$ cat src/rtl/param_cache_pkg.sv
// Shared definitions for the direct-mapped write-through data cache:
// default geometry and the controller state encoding.
package param_cache_pkg;

   localparam int DEFAULT_ADDR_WIDTH = 32;
   localparam int DEFAULT_DATA_WIDTH = 32;
   localparam int DEFAULT_LINES      = 16;
   localparam int DEFAULT_CNT_WIDTH  = 16;

   typedef enum logic [2:0] {
      IDLE,
      LOOKUP,
      MEM_RD,
      MEM_WR,
      RESP
   } cache_state_e;

endpackage

$ cat src/rtl/param_data_cache_if.sv
// CPU-side and memory-side signal bundle of the data cache; the slave
// modport is the cache itself, the master modport is the CPU/memory side.
interface param_data_cache_if
   import param_cache_pkg::*;
#(
   parameter int ADDR_WIDTH = DEFAULT_ADDR_WIDTH,
   parameter int DATA_WIDTH = DEFAULT_DATA_WIDTH,
   parameter int CNT_WIDTH  = DEFAULT_CNT_WIDTH
);

   logic                  cpu_req;
   logic                  cpu_we;
   logic [ADDR_WIDTH-1:0] cpu_addr;
   logic [DATA_WIDTH-1:0] cpu_wdata;
   logic [DATA_WIDTH-1:0] cpu_rdata;
   logic                  cpu_ready;
   logic                  cpu_busy;
   logic                  flush;
   logic                  mem_req;
   logic                  mem_we;
   logic [ADDR_WIDTH-1:0] mem_addr;
   logic [DATA_WIDTH-1:0] mem_wdata;
   logic [DATA_WIDTH-1:0] mem_rdata;
   logic                  mem_ack;
   logic [CNT_WIDTH-1:0]  hit_count;
   logic [CNT_WIDTH-1:0]  miss_count;

   modport slave (
      input  cpu_req, cpu_we, cpu_addr, cpu_wdata, flush, mem_rdata, mem_ack,
      output cpu_rdata, cpu_ready, cpu_busy, mem_req, mem_we, mem_addr,
             mem_wdata, hit_count, miss_count
   );

   modport master (
      output cpu_req, cpu_we, cpu_addr, cpu_wdata, flush, mem_rdata, mem_ack,
      input  cpu_rdata, cpu_ready, cpu_busy, mem_req, mem_we, mem_addr,
             mem_wdata, hit_count, miss_count
   );

endinterface

$ cat src/rtl/cache_line_array.sv
// Data, tag and valid storage for the direct-mapped cache: one combinational
// read port, one synchronous write port and a clear-all for the valid bits.
module cache_line_array #(
   parameter int LINES       = 16,
   parameter int INDEX_WIDTH = 4,
   parameter int TAG_WIDTH   = 26,
   parameter int DATA_WIDTH  = 32
) (
   input  logic                   clock,
   input  logic                   reset_n,
   input  logic                   clear_all,
   input  logic [INDEX_WIDTH-1:0] rd_index,
   output logic                   rd_valid,
   output logic [TAG_WIDTH-1:0]   rd_tag,
   output logic [DATA_WIDTH-1:0]  rd_data,
   input  logic                   wr_en,
   input  logic [INDEX_WIDTH-1:0] wr_index,
   input  logic [TAG_WIDTH-1:0]   wr_tag,
   input  logic [DATA_WIDTH-1:0]  wr_data
);

   logic [LINES-1:0]      valid;
   logic [TAG_WIDTH-1:0]  tag_mem  [LINES];
   logic [DATA_WIDTH-1:0] data_mem [LINES];

   // Only the valid bits are reset; tag and data are meaningless until valid.
   always_ff @(posedge clock or negedge reset_n) begin
      if (!reset_n) begin
         valid <= '0;
      end else if (clear_all) begin
         valid <= '0;
      end else if (wr_en) begin
         valid[wr_index] <= 1'b1;
      end
   end

   always_ff @(posedge clock) begin
      if (wr_en) begin
         tag_mem[wr_index]  <= wr_tag;
         data_mem[wr_index] <= wr_data;
      end
   end

   assign rd_valid = valid[rd_index];
   assign rd_tag   = tag_mem[rd_index];
   assign rd_data  = data_mem[rd_index];

endmodule

$ cat src/rtl/param_data_cache.sv
// Direct-mapped, one-word-per-line, write-through / no-write-allocate data
// cache sitting between the CPU datapath and a handshaked backing memory.
module param_data_cache
   import param_cache_pkg::*;
#(
   parameter int ADDR_WIDTH = DEFAULT_ADDR_WIDTH,
   parameter int DATA_WIDTH = DEFAULT_DATA_WIDTH,
   parameter int LINES      = DEFAULT_LINES,
   parameter int CNT_WIDTH  = DEFAULT_CNT_WIDTH
) (
   input  logic              clock,
   input  logic              reset_n,
   param_data_cache_if.slave bus
);

   localparam int INDEX_WIDTH = $clog2(LINES);
   localparam int WORD_WIDTH  = ADDR_WIDTH - 2;
   localparam int TAG_WIDTH   = WORD_WIDTH - INDEX_WIDTH;

   cache_state_e           state;
   logic                   req_we;
   logic [WORD_WIDTH-1:0]  req_word;
   logic [DATA_WIDTH-1:0]  req_wdata;
   logic [INDEX_WIDTH-1:0] req_index;
   logic [TAG_WIDTH-1:0]   req_tag;
   logic                   rd_valid;
   logic [TAG_WIDTH-1:0]   rd_tag;
   logic [DATA_WIDTH-1:0]  rd_data;
   logic                   hit;
   logic                   clear_all;
   logic                   arr_wr_en;
   logic [DATA_WIDTH-1:0]  arr_wr_data;
   logic                   unused_offset;

   // Byte offset bits never affect a word access.
   assign unused_offset = ^bus.cpu_addr[1:0];

   assign req_index   = req_word[INDEX_WIDTH-1:0];
   assign req_tag     = req_word[WORD_WIDTH-1:INDEX_WIDTH];
   assign hit         = rd_valid && (rd_tag == req_tag);
   assign clear_all   = (state == IDLE) && bus.flush;
   assign arr_wr_en   = ((state == LOOKUP) && req_we && hit) ||
                        ((state == MEM_RD) && bus.mem_ack);
   assign arr_wr_data = (state == MEM_RD) ? bus.mem_rdata : req_wdata;

   cache_line_array #(
      .LINES       (LINES),
      .INDEX_WIDTH (INDEX_WIDTH),
      .TAG_WIDTH   (TAG_WIDTH),
      .DATA_WIDTH  (DATA_WIDTH)
   ) u_lines (
      .clock     (clock),
      .reset_n   (reset_n),
      .clear_all (clear_all),
      .rd_index  (req_index),
      .rd_valid  (rd_valid),
      .rd_tag    (rd_tag),
      .rd_data   (rd_data),
      .wr_en     (arr_wr_en),
      .wr_index  (req_index),
      .wr_tag    (req_tag),
      .wr_data   (arr_wr_data)
   );

   // Controller: every CPU and memory output is a register updated on the
   // transition that enters the state it belongs to.
   always_ff @(posedge clock or negedge reset_n) begin
      if (!reset_n) begin
         state          <= IDLE;
         req_we         <= 1'b0;
         req_word       <= '0;
         req_wdata      <= '0;
         bus.cpu_rdata  <= '0;
         bus.cpu_ready  <= 1'b0;
         bus.cpu_busy   <= 1'b0;
         bus.mem_req    <= 1'b0;
         bus.mem_we     <= 1'b0;
         bus.mem_addr   <= '0;
         bus.mem_wdata  <= '0;
         bus.hit_count  <= '0;
         bus.miss_count <= '0;
      end else begin
         bus.cpu_ready <= 1'b0;
         case (state)
            IDLE: begin
               if (bus.cpu_req && !bus.flush) begin
                  req_we       <= bus.cpu_we;
                  req_word     <= bus.cpu_addr[ADDR_WIDTH-1:2];
                  req_wdata    <= bus.cpu_wdata;
                  bus.cpu_busy <= 1'b1;
                  state        <= LOOKUP;
               end
            end
            LOOKUP: begin
               if (hit) begin
                  if (bus.hit_count != {CNT_WIDTH{1'b1}}) begin
                     bus.hit_count <= bus.hit_count + 1'b1;
                  end
               end else if (bus.miss_count != {CNT_WIDTH{1'b1}}) begin
                  bus.miss_count <= bus.miss_count + 1'b1;
               end
               if (!req_we && hit) begin
                  bus.cpu_rdata <= rd_data;
                  bus.cpu_ready <= 1'b1;
                  state         <= RESP;
               end else begin
                  bus.mem_req   <= 1'b1;
                  bus.mem_we    <= req_we;
                  bus.mem_addr  <= {req_word, 2'b00};
                  bus.mem_wdata <= req_wdata;
                  state         <= req_we ? MEM_WR : MEM_RD;
               end
            end
            MEM_RD, MEM_WR: begin
               if (bus.mem_ack) begin
                  bus.mem_req   <= 1'b0;
                  bus.mem_we    <= 1'b0;
                  bus.cpu_rdata <= (state == MEM_RD) ? bus.mem_rdata : '0;
                  bus.cpu_ready <= 1'b1;
                  state         <= RESP;
               end
            end
            RESP: begin
               bus.cpu_busy <= 1'b0;
               state        <= IDLE;
            end
            default: state <= IDLE;
         endcase
      end
   end

endmodule

$ cat src/flat_wrapper.sv
// flat-port wrapper written by rule: the top's interface ports become plain ports
module param_data_cache_flat import param_cache_pkg::*;
#(
   parameter int ADDR_WIDTH = DEFAULT_ADDR_WIDTH,
   parameter int DATA_WIDTH = DEFAULT_DATA_WIDTH,
   parameter int LINES      = DEFAULT_LINES,
   parameter int CNT_WIDTH  = DEFAULT_CNT_WIDTH
)
  (clock, reset_n, bus_cpu_req, bus_cpu_we, bus_cpu_addr, bus_cpu_wdata, bus_flush, bus_mem_rdata, bus_mem_ack, bus_cpu_rdata, bus_cpu_ready, bus_cpu_busy, bus_mem_req, bus_mem_we, bus_mem_addr, bus_mem_wdata, bus_hit_count, bus_miss_count);
  param_data_cache_if #(.ADDR_WIDTH(ADDR_WIDTH), .DATA_WIDTH(DATA_WIDTH), .CNT_WIDTH(CNT_WIDTH)) bus_i ();
  input  logic clock;
  input  logic reset_n;
  input wire logic [$bits(bus_i.cpu_req)-1:0] bus_cpu_req;
  input wire logic [$bits(bus_i.cpu_we)-1:0] bus_cpu_we;
  input wire logic [$bits(bus_i.cpu_addr)-1:0] bus_cpu_addr;
  input wire logic [$bits(bus_i.cpu_wdata)-1:0] bus_cpu_wdata;
  input wire logic [$bits(bus_i.flush)-1:0] bus_flush;
  input wire logic [$bits(bus_i.mem_rdata)-1:0] bus_mem_rdata;
  input wire logic [$bits(bus_i.mem_ack)-1:0] bus_mem_ack;
  output wire logic [$bits(bus_i.cpu_rdata)-1:0] bus_cpu_rdata;
  output wire logic [$bits(bus_i.cpu_ready)-1:0] bus_cpu_ready;
  output wire logic [$bits(bus_i.cpu_busy)-1:0] bus_cpu_busy;
  output wire logic [$bits(bus_i.mem_req)-1:0] bus_mem_req;
  output wire logic [$bits(bus_i.mem_we)-1:0] bus_mem_we;
  output wire logic [$bits(bus_i.mem_addr)-1:0] bus_mem_addr;
  output wire logic [$bits(bus_i.mem_wdata)-1:0] bus_mem_wdata;
  output wire logic [$bits(bus_i.hit_count)-1:0] bus_hit_count;
  output wire logic [$bits(bus_i.miss_count)-1:0] bus_miss_count;
  assign bus_i.cpu_req = bus_cpu_req;
  assign bus_i.cpu_we = bus_cpu_we;
  assign bus_i.cpu_addr = bus_cpu_addr;
  assign bus_i.cpu_wdata = bus_cpu_wdata;
  assign bus_i.flush = bus_flush;
  assign bus_i.mem_rdata = bus_mem_rdata;
  assign bus_i.mem_ack = bus_mem_ack;
  assign bus_cpu_rdata = bus_i.cpu_rdata;
  assign bus_cpu_ready = bus_i.cpu_ready;
  assign bus_cpu_busy = bus_i.cpu_busy;
  assign bus_mem_req = bus_i.mem_req;
  assign bus_mem_we = bus_i.mem_we;
  assign bus_mem_addr = bus_i.mem_addr;
  assign bus_mem_wdata = bus_i.mem_wdata;
  assign bus_hit_count = bus_i.hit_count;
  assign bus_miss_count = bus_i.miss_count;
  param_data_cache #(.ADDR_WIDTH(ADDR_WIDTH), .DATA_WIDTH(DATA_WIDTH), .LINES(LINES), .CNT_WIDTH(CNT_WIDTH)) u_core (.clock(clock), .reset_n(reset_n), .bus(bus_i));
endmodule
$ cat config.mk
export PLATFORM = sky130hd
export DESIGN_NAME = param_data_cache_flat
export DESIGN_NICKNAME = d
export VERILOG_FILES = /design/src/rtl/param_cache_pkg.sv /design/src/rtl/param_data_cache_if.sv /design/src/rtl/cache_line_array.sv /design/src/rtl/param_data_cache.sv /design/src/flat_wrapper.sv
export SDC_FILE = /design/constraint.sdc
export NUM_CORES = 1
export LEC_CHECK = 0
export ABC_CLOCK_PERIOD_IN_PS = 8400
export CORE_MARGIN = 3
export CORE_UTILIZATION = 54
export CTS_CLUSTER_DIAMETER = 40
export CTS_CLUSTER_SIZE = 8
export DETAILED_ROUTE_END_ITERATION = 16
export MAX_ROUTING_LAYER = met4
export PLACE_DENSITY = 0.77
export RECOVER_POWER = 100
export SKIP_CTS_REPAIR_TIMING = 1
export SYNTH_ARGS = -nofsm -noshare
export SYNTH_HDL_FRONTEND = slang
export SYNTH_HIERARCHICAL = 1
export SYNTH_SLANG_ARGS = --single-unit
$ cat constraint.sdc
create_clock -name clock -period 8.4 [get_ports clock]
set_input_delay 1.68 -clock clock [delete_from_list [all_inputs] [get_ports clock]]
set_output_delay 1.68 -clock clock [all_outputs]
set_load 0.02 [all_outputs]
# ---- Word-level counts from Yosys, hierarchy flattened
# Memory sizes are Yosys's and may differ from the RTL's.
# Cells that the tools add are included.
dict set report totals {
  word_cells 86
  register_bits 212
  ram_bits 928
  n_memories 2
  in_bits 102
  out_inout_bits 132
}
# name depth width rd rd_clocked_by_memory_dff write_ports line_no
set memory_table {}
lappend memory_table {u_core.u_lines.data_mem 16 32 1 0 1 cache_line_array.sv:24} ;# logic [DATA_WIDTH-1:0] data_mem [LINES];
lappend memory_table {u_core.u_lines.tag_mem 16 26 1 0 1 cache_line_array.sv:23} ;# logic [TAG_WIDTH-1:0] tag_mem [LINES];
dict set report op_classes {
  eq_ne 11
  mux 28
  magnitude_cmp 2
  n_addsub 2
  reduce_logical 24
  n_bitwise 3
}
# op n
set ops {}
lappend ops {{32-bit 2-to-1 mux} 4}
lappend ops {{32-bit one-hot mux with 2 select lines} 1}
lappend ops {{16-bit by 1-bit adder with 16-bit output, second input constant} 2}
lappend ops {{16-bit 2-to-1 mux} 2}
lappend ops {{16-bit inequality test, second input constant} 2}
lappend ops {{26-bit equality test} 1}
lappend ops {{16-bit bitwise OR} 1}
lappend ops {{3-bit AND reduction} 4}
lappend ops {{1-bit 2-to-1 mux} 11}
lappend ops {{3-bit 2-to-1 mux} 3}
lappend ops {{3-bit one-hot mux with 3 select lines} 1}
lappend ops {{1-bit logical AND} 8}
lappend ops {{2-bit inequality test, second input constant} 4}
lappend ops {{1-bit one-hot mux with 2 select lines} 4}
lappend ops {{2-bit AND reduction} 4}
lappend ops {{3-bit by 2-bit equality test with 1-bit output, second input constant} 2}
lappend ops {{2-bit nonzero test} 3}
lappend ops {{4-bit by 5-bit less-than comparator with 1-bit output, second input constant} 1}
lappend ops {{1-bit binary-select mux with 4-bit select} 1}
lappend ops {{1-bit demux with 4-bit select} 1}
lappend ops {{4-bit by 1-bit greater-or-equal comparator with 1-bit output, second input constant} 1}
lappend ops {{3-bit by 1-bit equality test with 1-bit output, second input constant} 1}
lappend ops {{3-bit equality test, second input constant} 1}
lappend ops {{3-bit zero test} 1}
lappend ops {{other kinds (4)} 6}

# ---- Depth between registers and ports, before layout
dict set report depth {
  depth_word 7
  mapped_depth 16
  ltp_nobuf 11
}

# ---- Cells and area by module
# The synthesis kept the hierarchy.
# mod cells_each seq_area_each_um2 area_each_um2 n_inst
set modules_own_cells {}
lappend modules_own_cells {cache_line_array 1506 28267.1 35405.2 1}
lappend modules_own_cells {param_data_cache 624 4904.7 9168.8 1}

# ---- Worst setup path after synthesis
# No wires, ideal clock.
dict set report synth_path {
  path_type {flip-flop to flip-flop}
  start {register u_core.req_word[0]}
  end {memory u_core.u_lines.data_mem[0][0] (enable)}
  setup_ns 0.545
  path_slack_ns 0.056
  stages_incl_launch_ff 15
  synth_period_minus_slack_ns 8.344
  path_buffers 4
  t_arrival_ns 7.799
  required_time_ns 7.855
  path_cell_list {dfrtp_1 -> buf_2 -> buf_2 -> mux4_2 -> a22oi_1 -> nand2_1 -> xnor2_1 -> nand4_1 -> or4_4 -> nor3_4 -> buf_4 -> buf_4 -> a32o_1 -> or3b_2 -> nor3_1}
}
dict set report synth_via {
  elab_chain_len 7
  elab_cells_between_ends 9
  classes_between {eq/ne (1); mux (4); reduce/logical (3); memory (1)}
}
# element line_no
set synth_rtl {}
lappend synth_rtl {{start, declared} param_data_cache.sv:22} ;# logic [WORD_WIDTH-1:0] req_word;
lappend synth_rtl {{start signal, assigned} param_data_cache.sv:88} ;# req_word <= bus.cpu_addr[ADDR_WIDTH-1:2];
lappend synth_rtl {{memory 16 x 26 bit} -}
lappend synth_rtl {{named net u_core.rd_tag[15]} param_data_cache.sv:27} ;# logic [TAG_WIDTH-1:0] rd_tag;
lappend synth_rtl {{26-bit equality test} param_data_cache.sv:40} ;# assign hit = rd_valid && (rd_tag == req_tag);
lappend synth_rtl {{1-bit logical AND} param_data_cache.sv:40}
lappend synth_rtl {{1-bit logical AND} param_data_cache.sv:42} ;# assign arr_wr_en = ((state == LOOKUP) && req_we && hit) ||
lappend synth_rtl {{1-bit logical OR} param_data_cache.sv:42}
lappend synth_rtl {{named net u_core.arr_wr_en} param_data_cache.sv:31} ;# logic arr_wr_en;
lappend synth_rtl {{1-bit 2-to-1 mux} cache_line_array.sv:38} ;# if (wr_en) begin
lappend synth_rtl {{1-bit 2-to-1 mux (not written as such)} cache_line_array.sv:40} ;# data_mem[wr_index] <= wr_data;
lappend synth_rtl {{end, declared} cache_line_array.sv:24}
# The timed path passes the listed nets, and every way through them passes these cells. The select of a mux whose other input is x is not followed.

# ---- Worst setup path after layout
dict set report layout_path {
  start {register u_core.req_word[0]}
  end {memory u_core.u_lines.data_mem[11][3] (enable)}
}
# The elaborated chain is that of the path after synthesis.

==> impl_metrics.csv <==
group,metric,value,unit
global_routing,grt_start_max_net_pins,92,
placement,gp_routability_congestion,0.823,
worst_setup_path,cp.required,8.71,ns
detailed_routing,post_drt_via_cell_ratio,6.34,
status,violations,"max-capacitance violations, max-slew violations",
synthesis,yosys-top-cells-count,"928 x edfxtp_1, 236 x mux4_2, 212 x dfrtp_1",
sta,setup_tns,0,ns
worst_setup_path,path_max_fanout,54,
synthesis,synth-seq-area-share,0.744,
worst_setup_path,path_depth,13,
detailed_routing,num_vias,23300,
power_and_ir_drop,p_per_area,375,nW/µm²
sta,timing.max_slew.rel_slack,-2.57,
sta,hold_viol_final,0,
global_routing,grt_usage,0.261,
power_and_ir_drop,seqPwrFrac,0.413,
worst_setup_path,path_cells,"buf_12 -> mux4_2 -> a22oi_1 -> nand2_1 -> xnor2_1 -> nand4_1 -> or4_4 -> nor3_4 -> clkbuf_1 -> a32o_1 -> nand3_1 -> nor2_4 -> clkbuf_2",
detailed_routing,drc_errors,0,
synthesis,synthArstFlopShare,0.186,
global_routing,grt_pass1_wl,160000,µm
synthesis,yosysUniqueCellTypes,50,
detailed_routing,drtIter0Drc,2475,
worst_setup_path,crit_path_end_kind,"flop",
synthesis,synthFlopType,"edfxtp_1",
synthesis,synth-seq-cells,1140,
worst_setup_path,path_class,"flop to flop",
die,die_area,86000,µm²
final_layout,fin_util,0.653,
synthesis,synth_most_common_cell,"edfxtp_1",
sta,skew,0.0293,ns
clocking,cts.sinks,1140,
power_and_ir_drop,clock_power_share,0.323,
sta,fin_crit_sh,0.893,
final_layout,syn_to_final_growth,18.9,%
sta,fmax,133,MHz
power_and_ir_drop,netSwitchingPower,6.00,mW
die,io_pins,234,
power_and_ir_drop,p_leak,18.3,nW
clocking,path_clk_slew,0.05,ns
detailed_routing,ant_nets,0,
sta,worst_slew_pin_slew,5.35,ns
global_routing,grt_overflow_total,0,
clocking,clk_path_buf_depth,3,
power_and_ir_drop,p_sw_frac,0.301,
power_and_ir_drop,vdd_drop_max,0.236,mV
worst_setup_path,r2r_slack,0.90,ns
clocking,h-tree-depth,4,
placement,io_buffers,229,
status,status,"finished, violations left",
worst_hold_path,min-delay-start,"u_core/bus.mem_addr[9]$_DFFE_PN0P_",
sta,fin_crit,7.50,ns
die,row_count,104,
die,die_h,293,µm
sta,rsz0062_at_grt,"no",
die,start_util,0.549,
sta,setup_viol,0,
synthesis,synth.area.top_cells,"edfxtp_1 63%, mux4_2 12%, dfrtp_1 12%, mux2_4 2.9%, mux2_2 2.7%",
sta,slew_viol_final,415,
worst_hold_path,hold_path_depth,1,
synthesis,synth_top_area_frac,0.625,
worst_setup_path,crit_family,"buffers and inverters",
worst_setup_path,max_stage_delay,1.19,ns
worst_setup_path,slowest_stage,"clkbuf_2",
detailed_routing,firstDrtPassIters,5,
worst_setup_path,r2r_start,"u_core/req_word[0]$_DFFE_PN0P_",
final_layout,final_nets,2578,
synthesis,syn_inst,2130,
global_routing,antenna_found_initial,3,
worst_setup_path,cp-start-kind,"flop",
clocking,worstSkewPairLatency,0.73,ns
synthesis,synth_edf_count,928,
detailed_routing,wl_per_cell,28.9,µm
synthesis,yosysWarnings,6,
clocking,cts_inserted_buffers,170,
worst_setup_path,worstRegToRegCells,13,
power_and_ir_drop,p_int,13.9,mW
worst_hold_path,hp-class,"flop to flop",
global_routing,grt_pass1_vias,24400,
final_layout,drive_above_1_share,0.228,
detailed_routing,wl,106000,µm
clocking,cts-root-buf,"clkbuf_16",
worst_setup_path,cp.arrival,7.81,ns
die,core_area,81200,µm²
synthesis,synth_area,44600,µm²
die,fp.dieW,293,µm
worst_hold_path,hold_end,"u_core/bus.mem_addr[9]$_DFFE_PN0P_",
synthesis,yosys.area.top_type,"edfxtp_1",
worst_setup_path,r2r_end,"u_core/u_lines/data_mem[11][3]$_DFFE_PP_",
placement,dp_hpwl,54700,µm
job,maxCapViolCount,8,
power_and_ir_drop,p_comb_frac,0.264,
worst_setup_path,cp_num_buf_inv,3,
synthesis,syn_area_per_cell,20.9,µm²
clocking,cts_tree,"yes",
==> logic make-up after synthesis <==
| kind of cell | Yosys count | synth area share |
|---|---|---|
| DFF | 1140 | 0.744 |
| muxes | 428 | 0.175 |
| and+or+nand+nor | 202 | 0.0230 |
| AOI/OAI and AO/OA | 180 | 0.0303 |
| buffers and inverters | 123 | 0.0162 |
| xor gates and xnor gates | 54 | 0.0106 |
| adders and majority gates | 2 | 0.000561 |
| other | 1 | 0.0000841 |
==> per-stage QoR <==
stage                     area (µm²)  total power [mW]  worst slack (ns)  hold slack [ns]  instances
final                          53000              19.9             0.899            0.485       3671
after global routing           53000              20.7             0.660            0.500       3670
after CTS                      53400              20.4              1.51            0.501       3668
after detailed placement       48200              13.9              1.71            0.484       3362
after global placement         48200              13.7              1.80            0.474       3362
after floorplan                44600              12.0            0.0562            0.457       2131
==> worst max path at each step <==
| stage | startpoint | endpoint | slack, ns |
|---|---|---|---|
| detailed placement | u_core/req_word[0]$_DFFE_PN0P_ | u_core/u_lines/data_mem[15][22]$_DFFE_PP_ | 1.71 |
| CTS | u_core/req_word[0]$_DFFE_PN0P_ | u_core/u_lines/data_mem[15][26]$_DFFE_PP_ | 1.51 |
| global placement | u_core/req_word[0]$_DFFE_PN0P_ | u_core/u_lines/data_mem[15][22]$_DFFE_PP_ | 1.80 |
| floorplan | u_core/req_word[0]$_DFFE_PN0P_ | u_core/u_lines/data_mem[0][0]$_DFFE_PP_ | 0.06 |
| global route | reset_n | u_core/req_word[27]$_DFFE_PN0P_ | 0.66 |
| finish | u_core/req_word[0]$_DFFE_PN0P_ | u_core/u_lines/data_mem[11][3]$_DFFE_PP_ | 0.90 |
==> flip-flops by register name, summed over array words and instances (netlist names) <==
register	cells
u_core/bus.cpu_busy	1
u_core/bus.cpu_rdata	32
u_core/bus.cpu_ready	1
u_core/bus.hit_count	16
u_core/bus.mem_addr	30
u_core/bus.mem_req	1
u_core/bus.mem_wdata	32
u_core/bus.mem_we	1
u_core/bus.miss_count	16
u_core/req_wdata	32
u_core/req_we	1
u_core/req_word	30
u_core/state	3
u_core/u_lines/data_mem	512
u_core/u_lines/tag_mem	416
u_core/u_lines/valid	16
==> cell usage in the layout (no fill, tap or decap), types with 5 or more instances in the layout <==
master / instances
mux2_1: 119
clkbuf_16: 177
clkinv_2: 9
a22oi_1: 118
nand2_1: 73
xor2_1: 18
a31oi_1: 5
dlygate4sd3_1: 131
xnor2_1: 36
and3_1: 5
buf_4: 33
clkdlybuf4s50_1: 97
nand3_1: 18
mux4_2: 236
inv_1: 5
nor3_1: 11
nor2_4: 13
a21oi_1: 16
clkbuf_2: 10
nand4_1: 12
mux2_2: 69
clkbuf_1: 104
edfxtp_1: 928
buf_12: 9
nor2_1: 28
dfrtp_1: 210
clkbuf_8: 10
a22o_1: 32
==> metal layers <==
layer,vias to the layer above,GRT usage,part of all wire,routed length (µm)
li1,9474,-,-,-
met1,12200,0.357,0.39,41600
met2,1360,0.398,0.49,51600
met3,203,0.0566,0.097,10300
met4,0,0.0834,0.024,2560
met5,-,-,0,0
==> power groups by stage <==
stage	combinational [mW]	sequential (mW)	clock, mW
after global routing	5.63	8.34	6.78
after detailed placement	5.58	8.34	0
after CTS	5.67	8.25	6.52
after global placement	5.44	8.27	0
final	5.25	8.22	6.42
after floorplan	3.71	8.27	0
==> final cells by class <==
type                       count  area [µm²]
inverter                       5        18.8
clock inverter                24         275
antenna                        3        7.51
sequential                  1140       33200
multi-input combinational    868       10500
tap                         1060        1330
fill                        5186       28200
timing repair buffer         289        2790
clock buffer                 282        4920
Power figures use the tool's default switching activity.
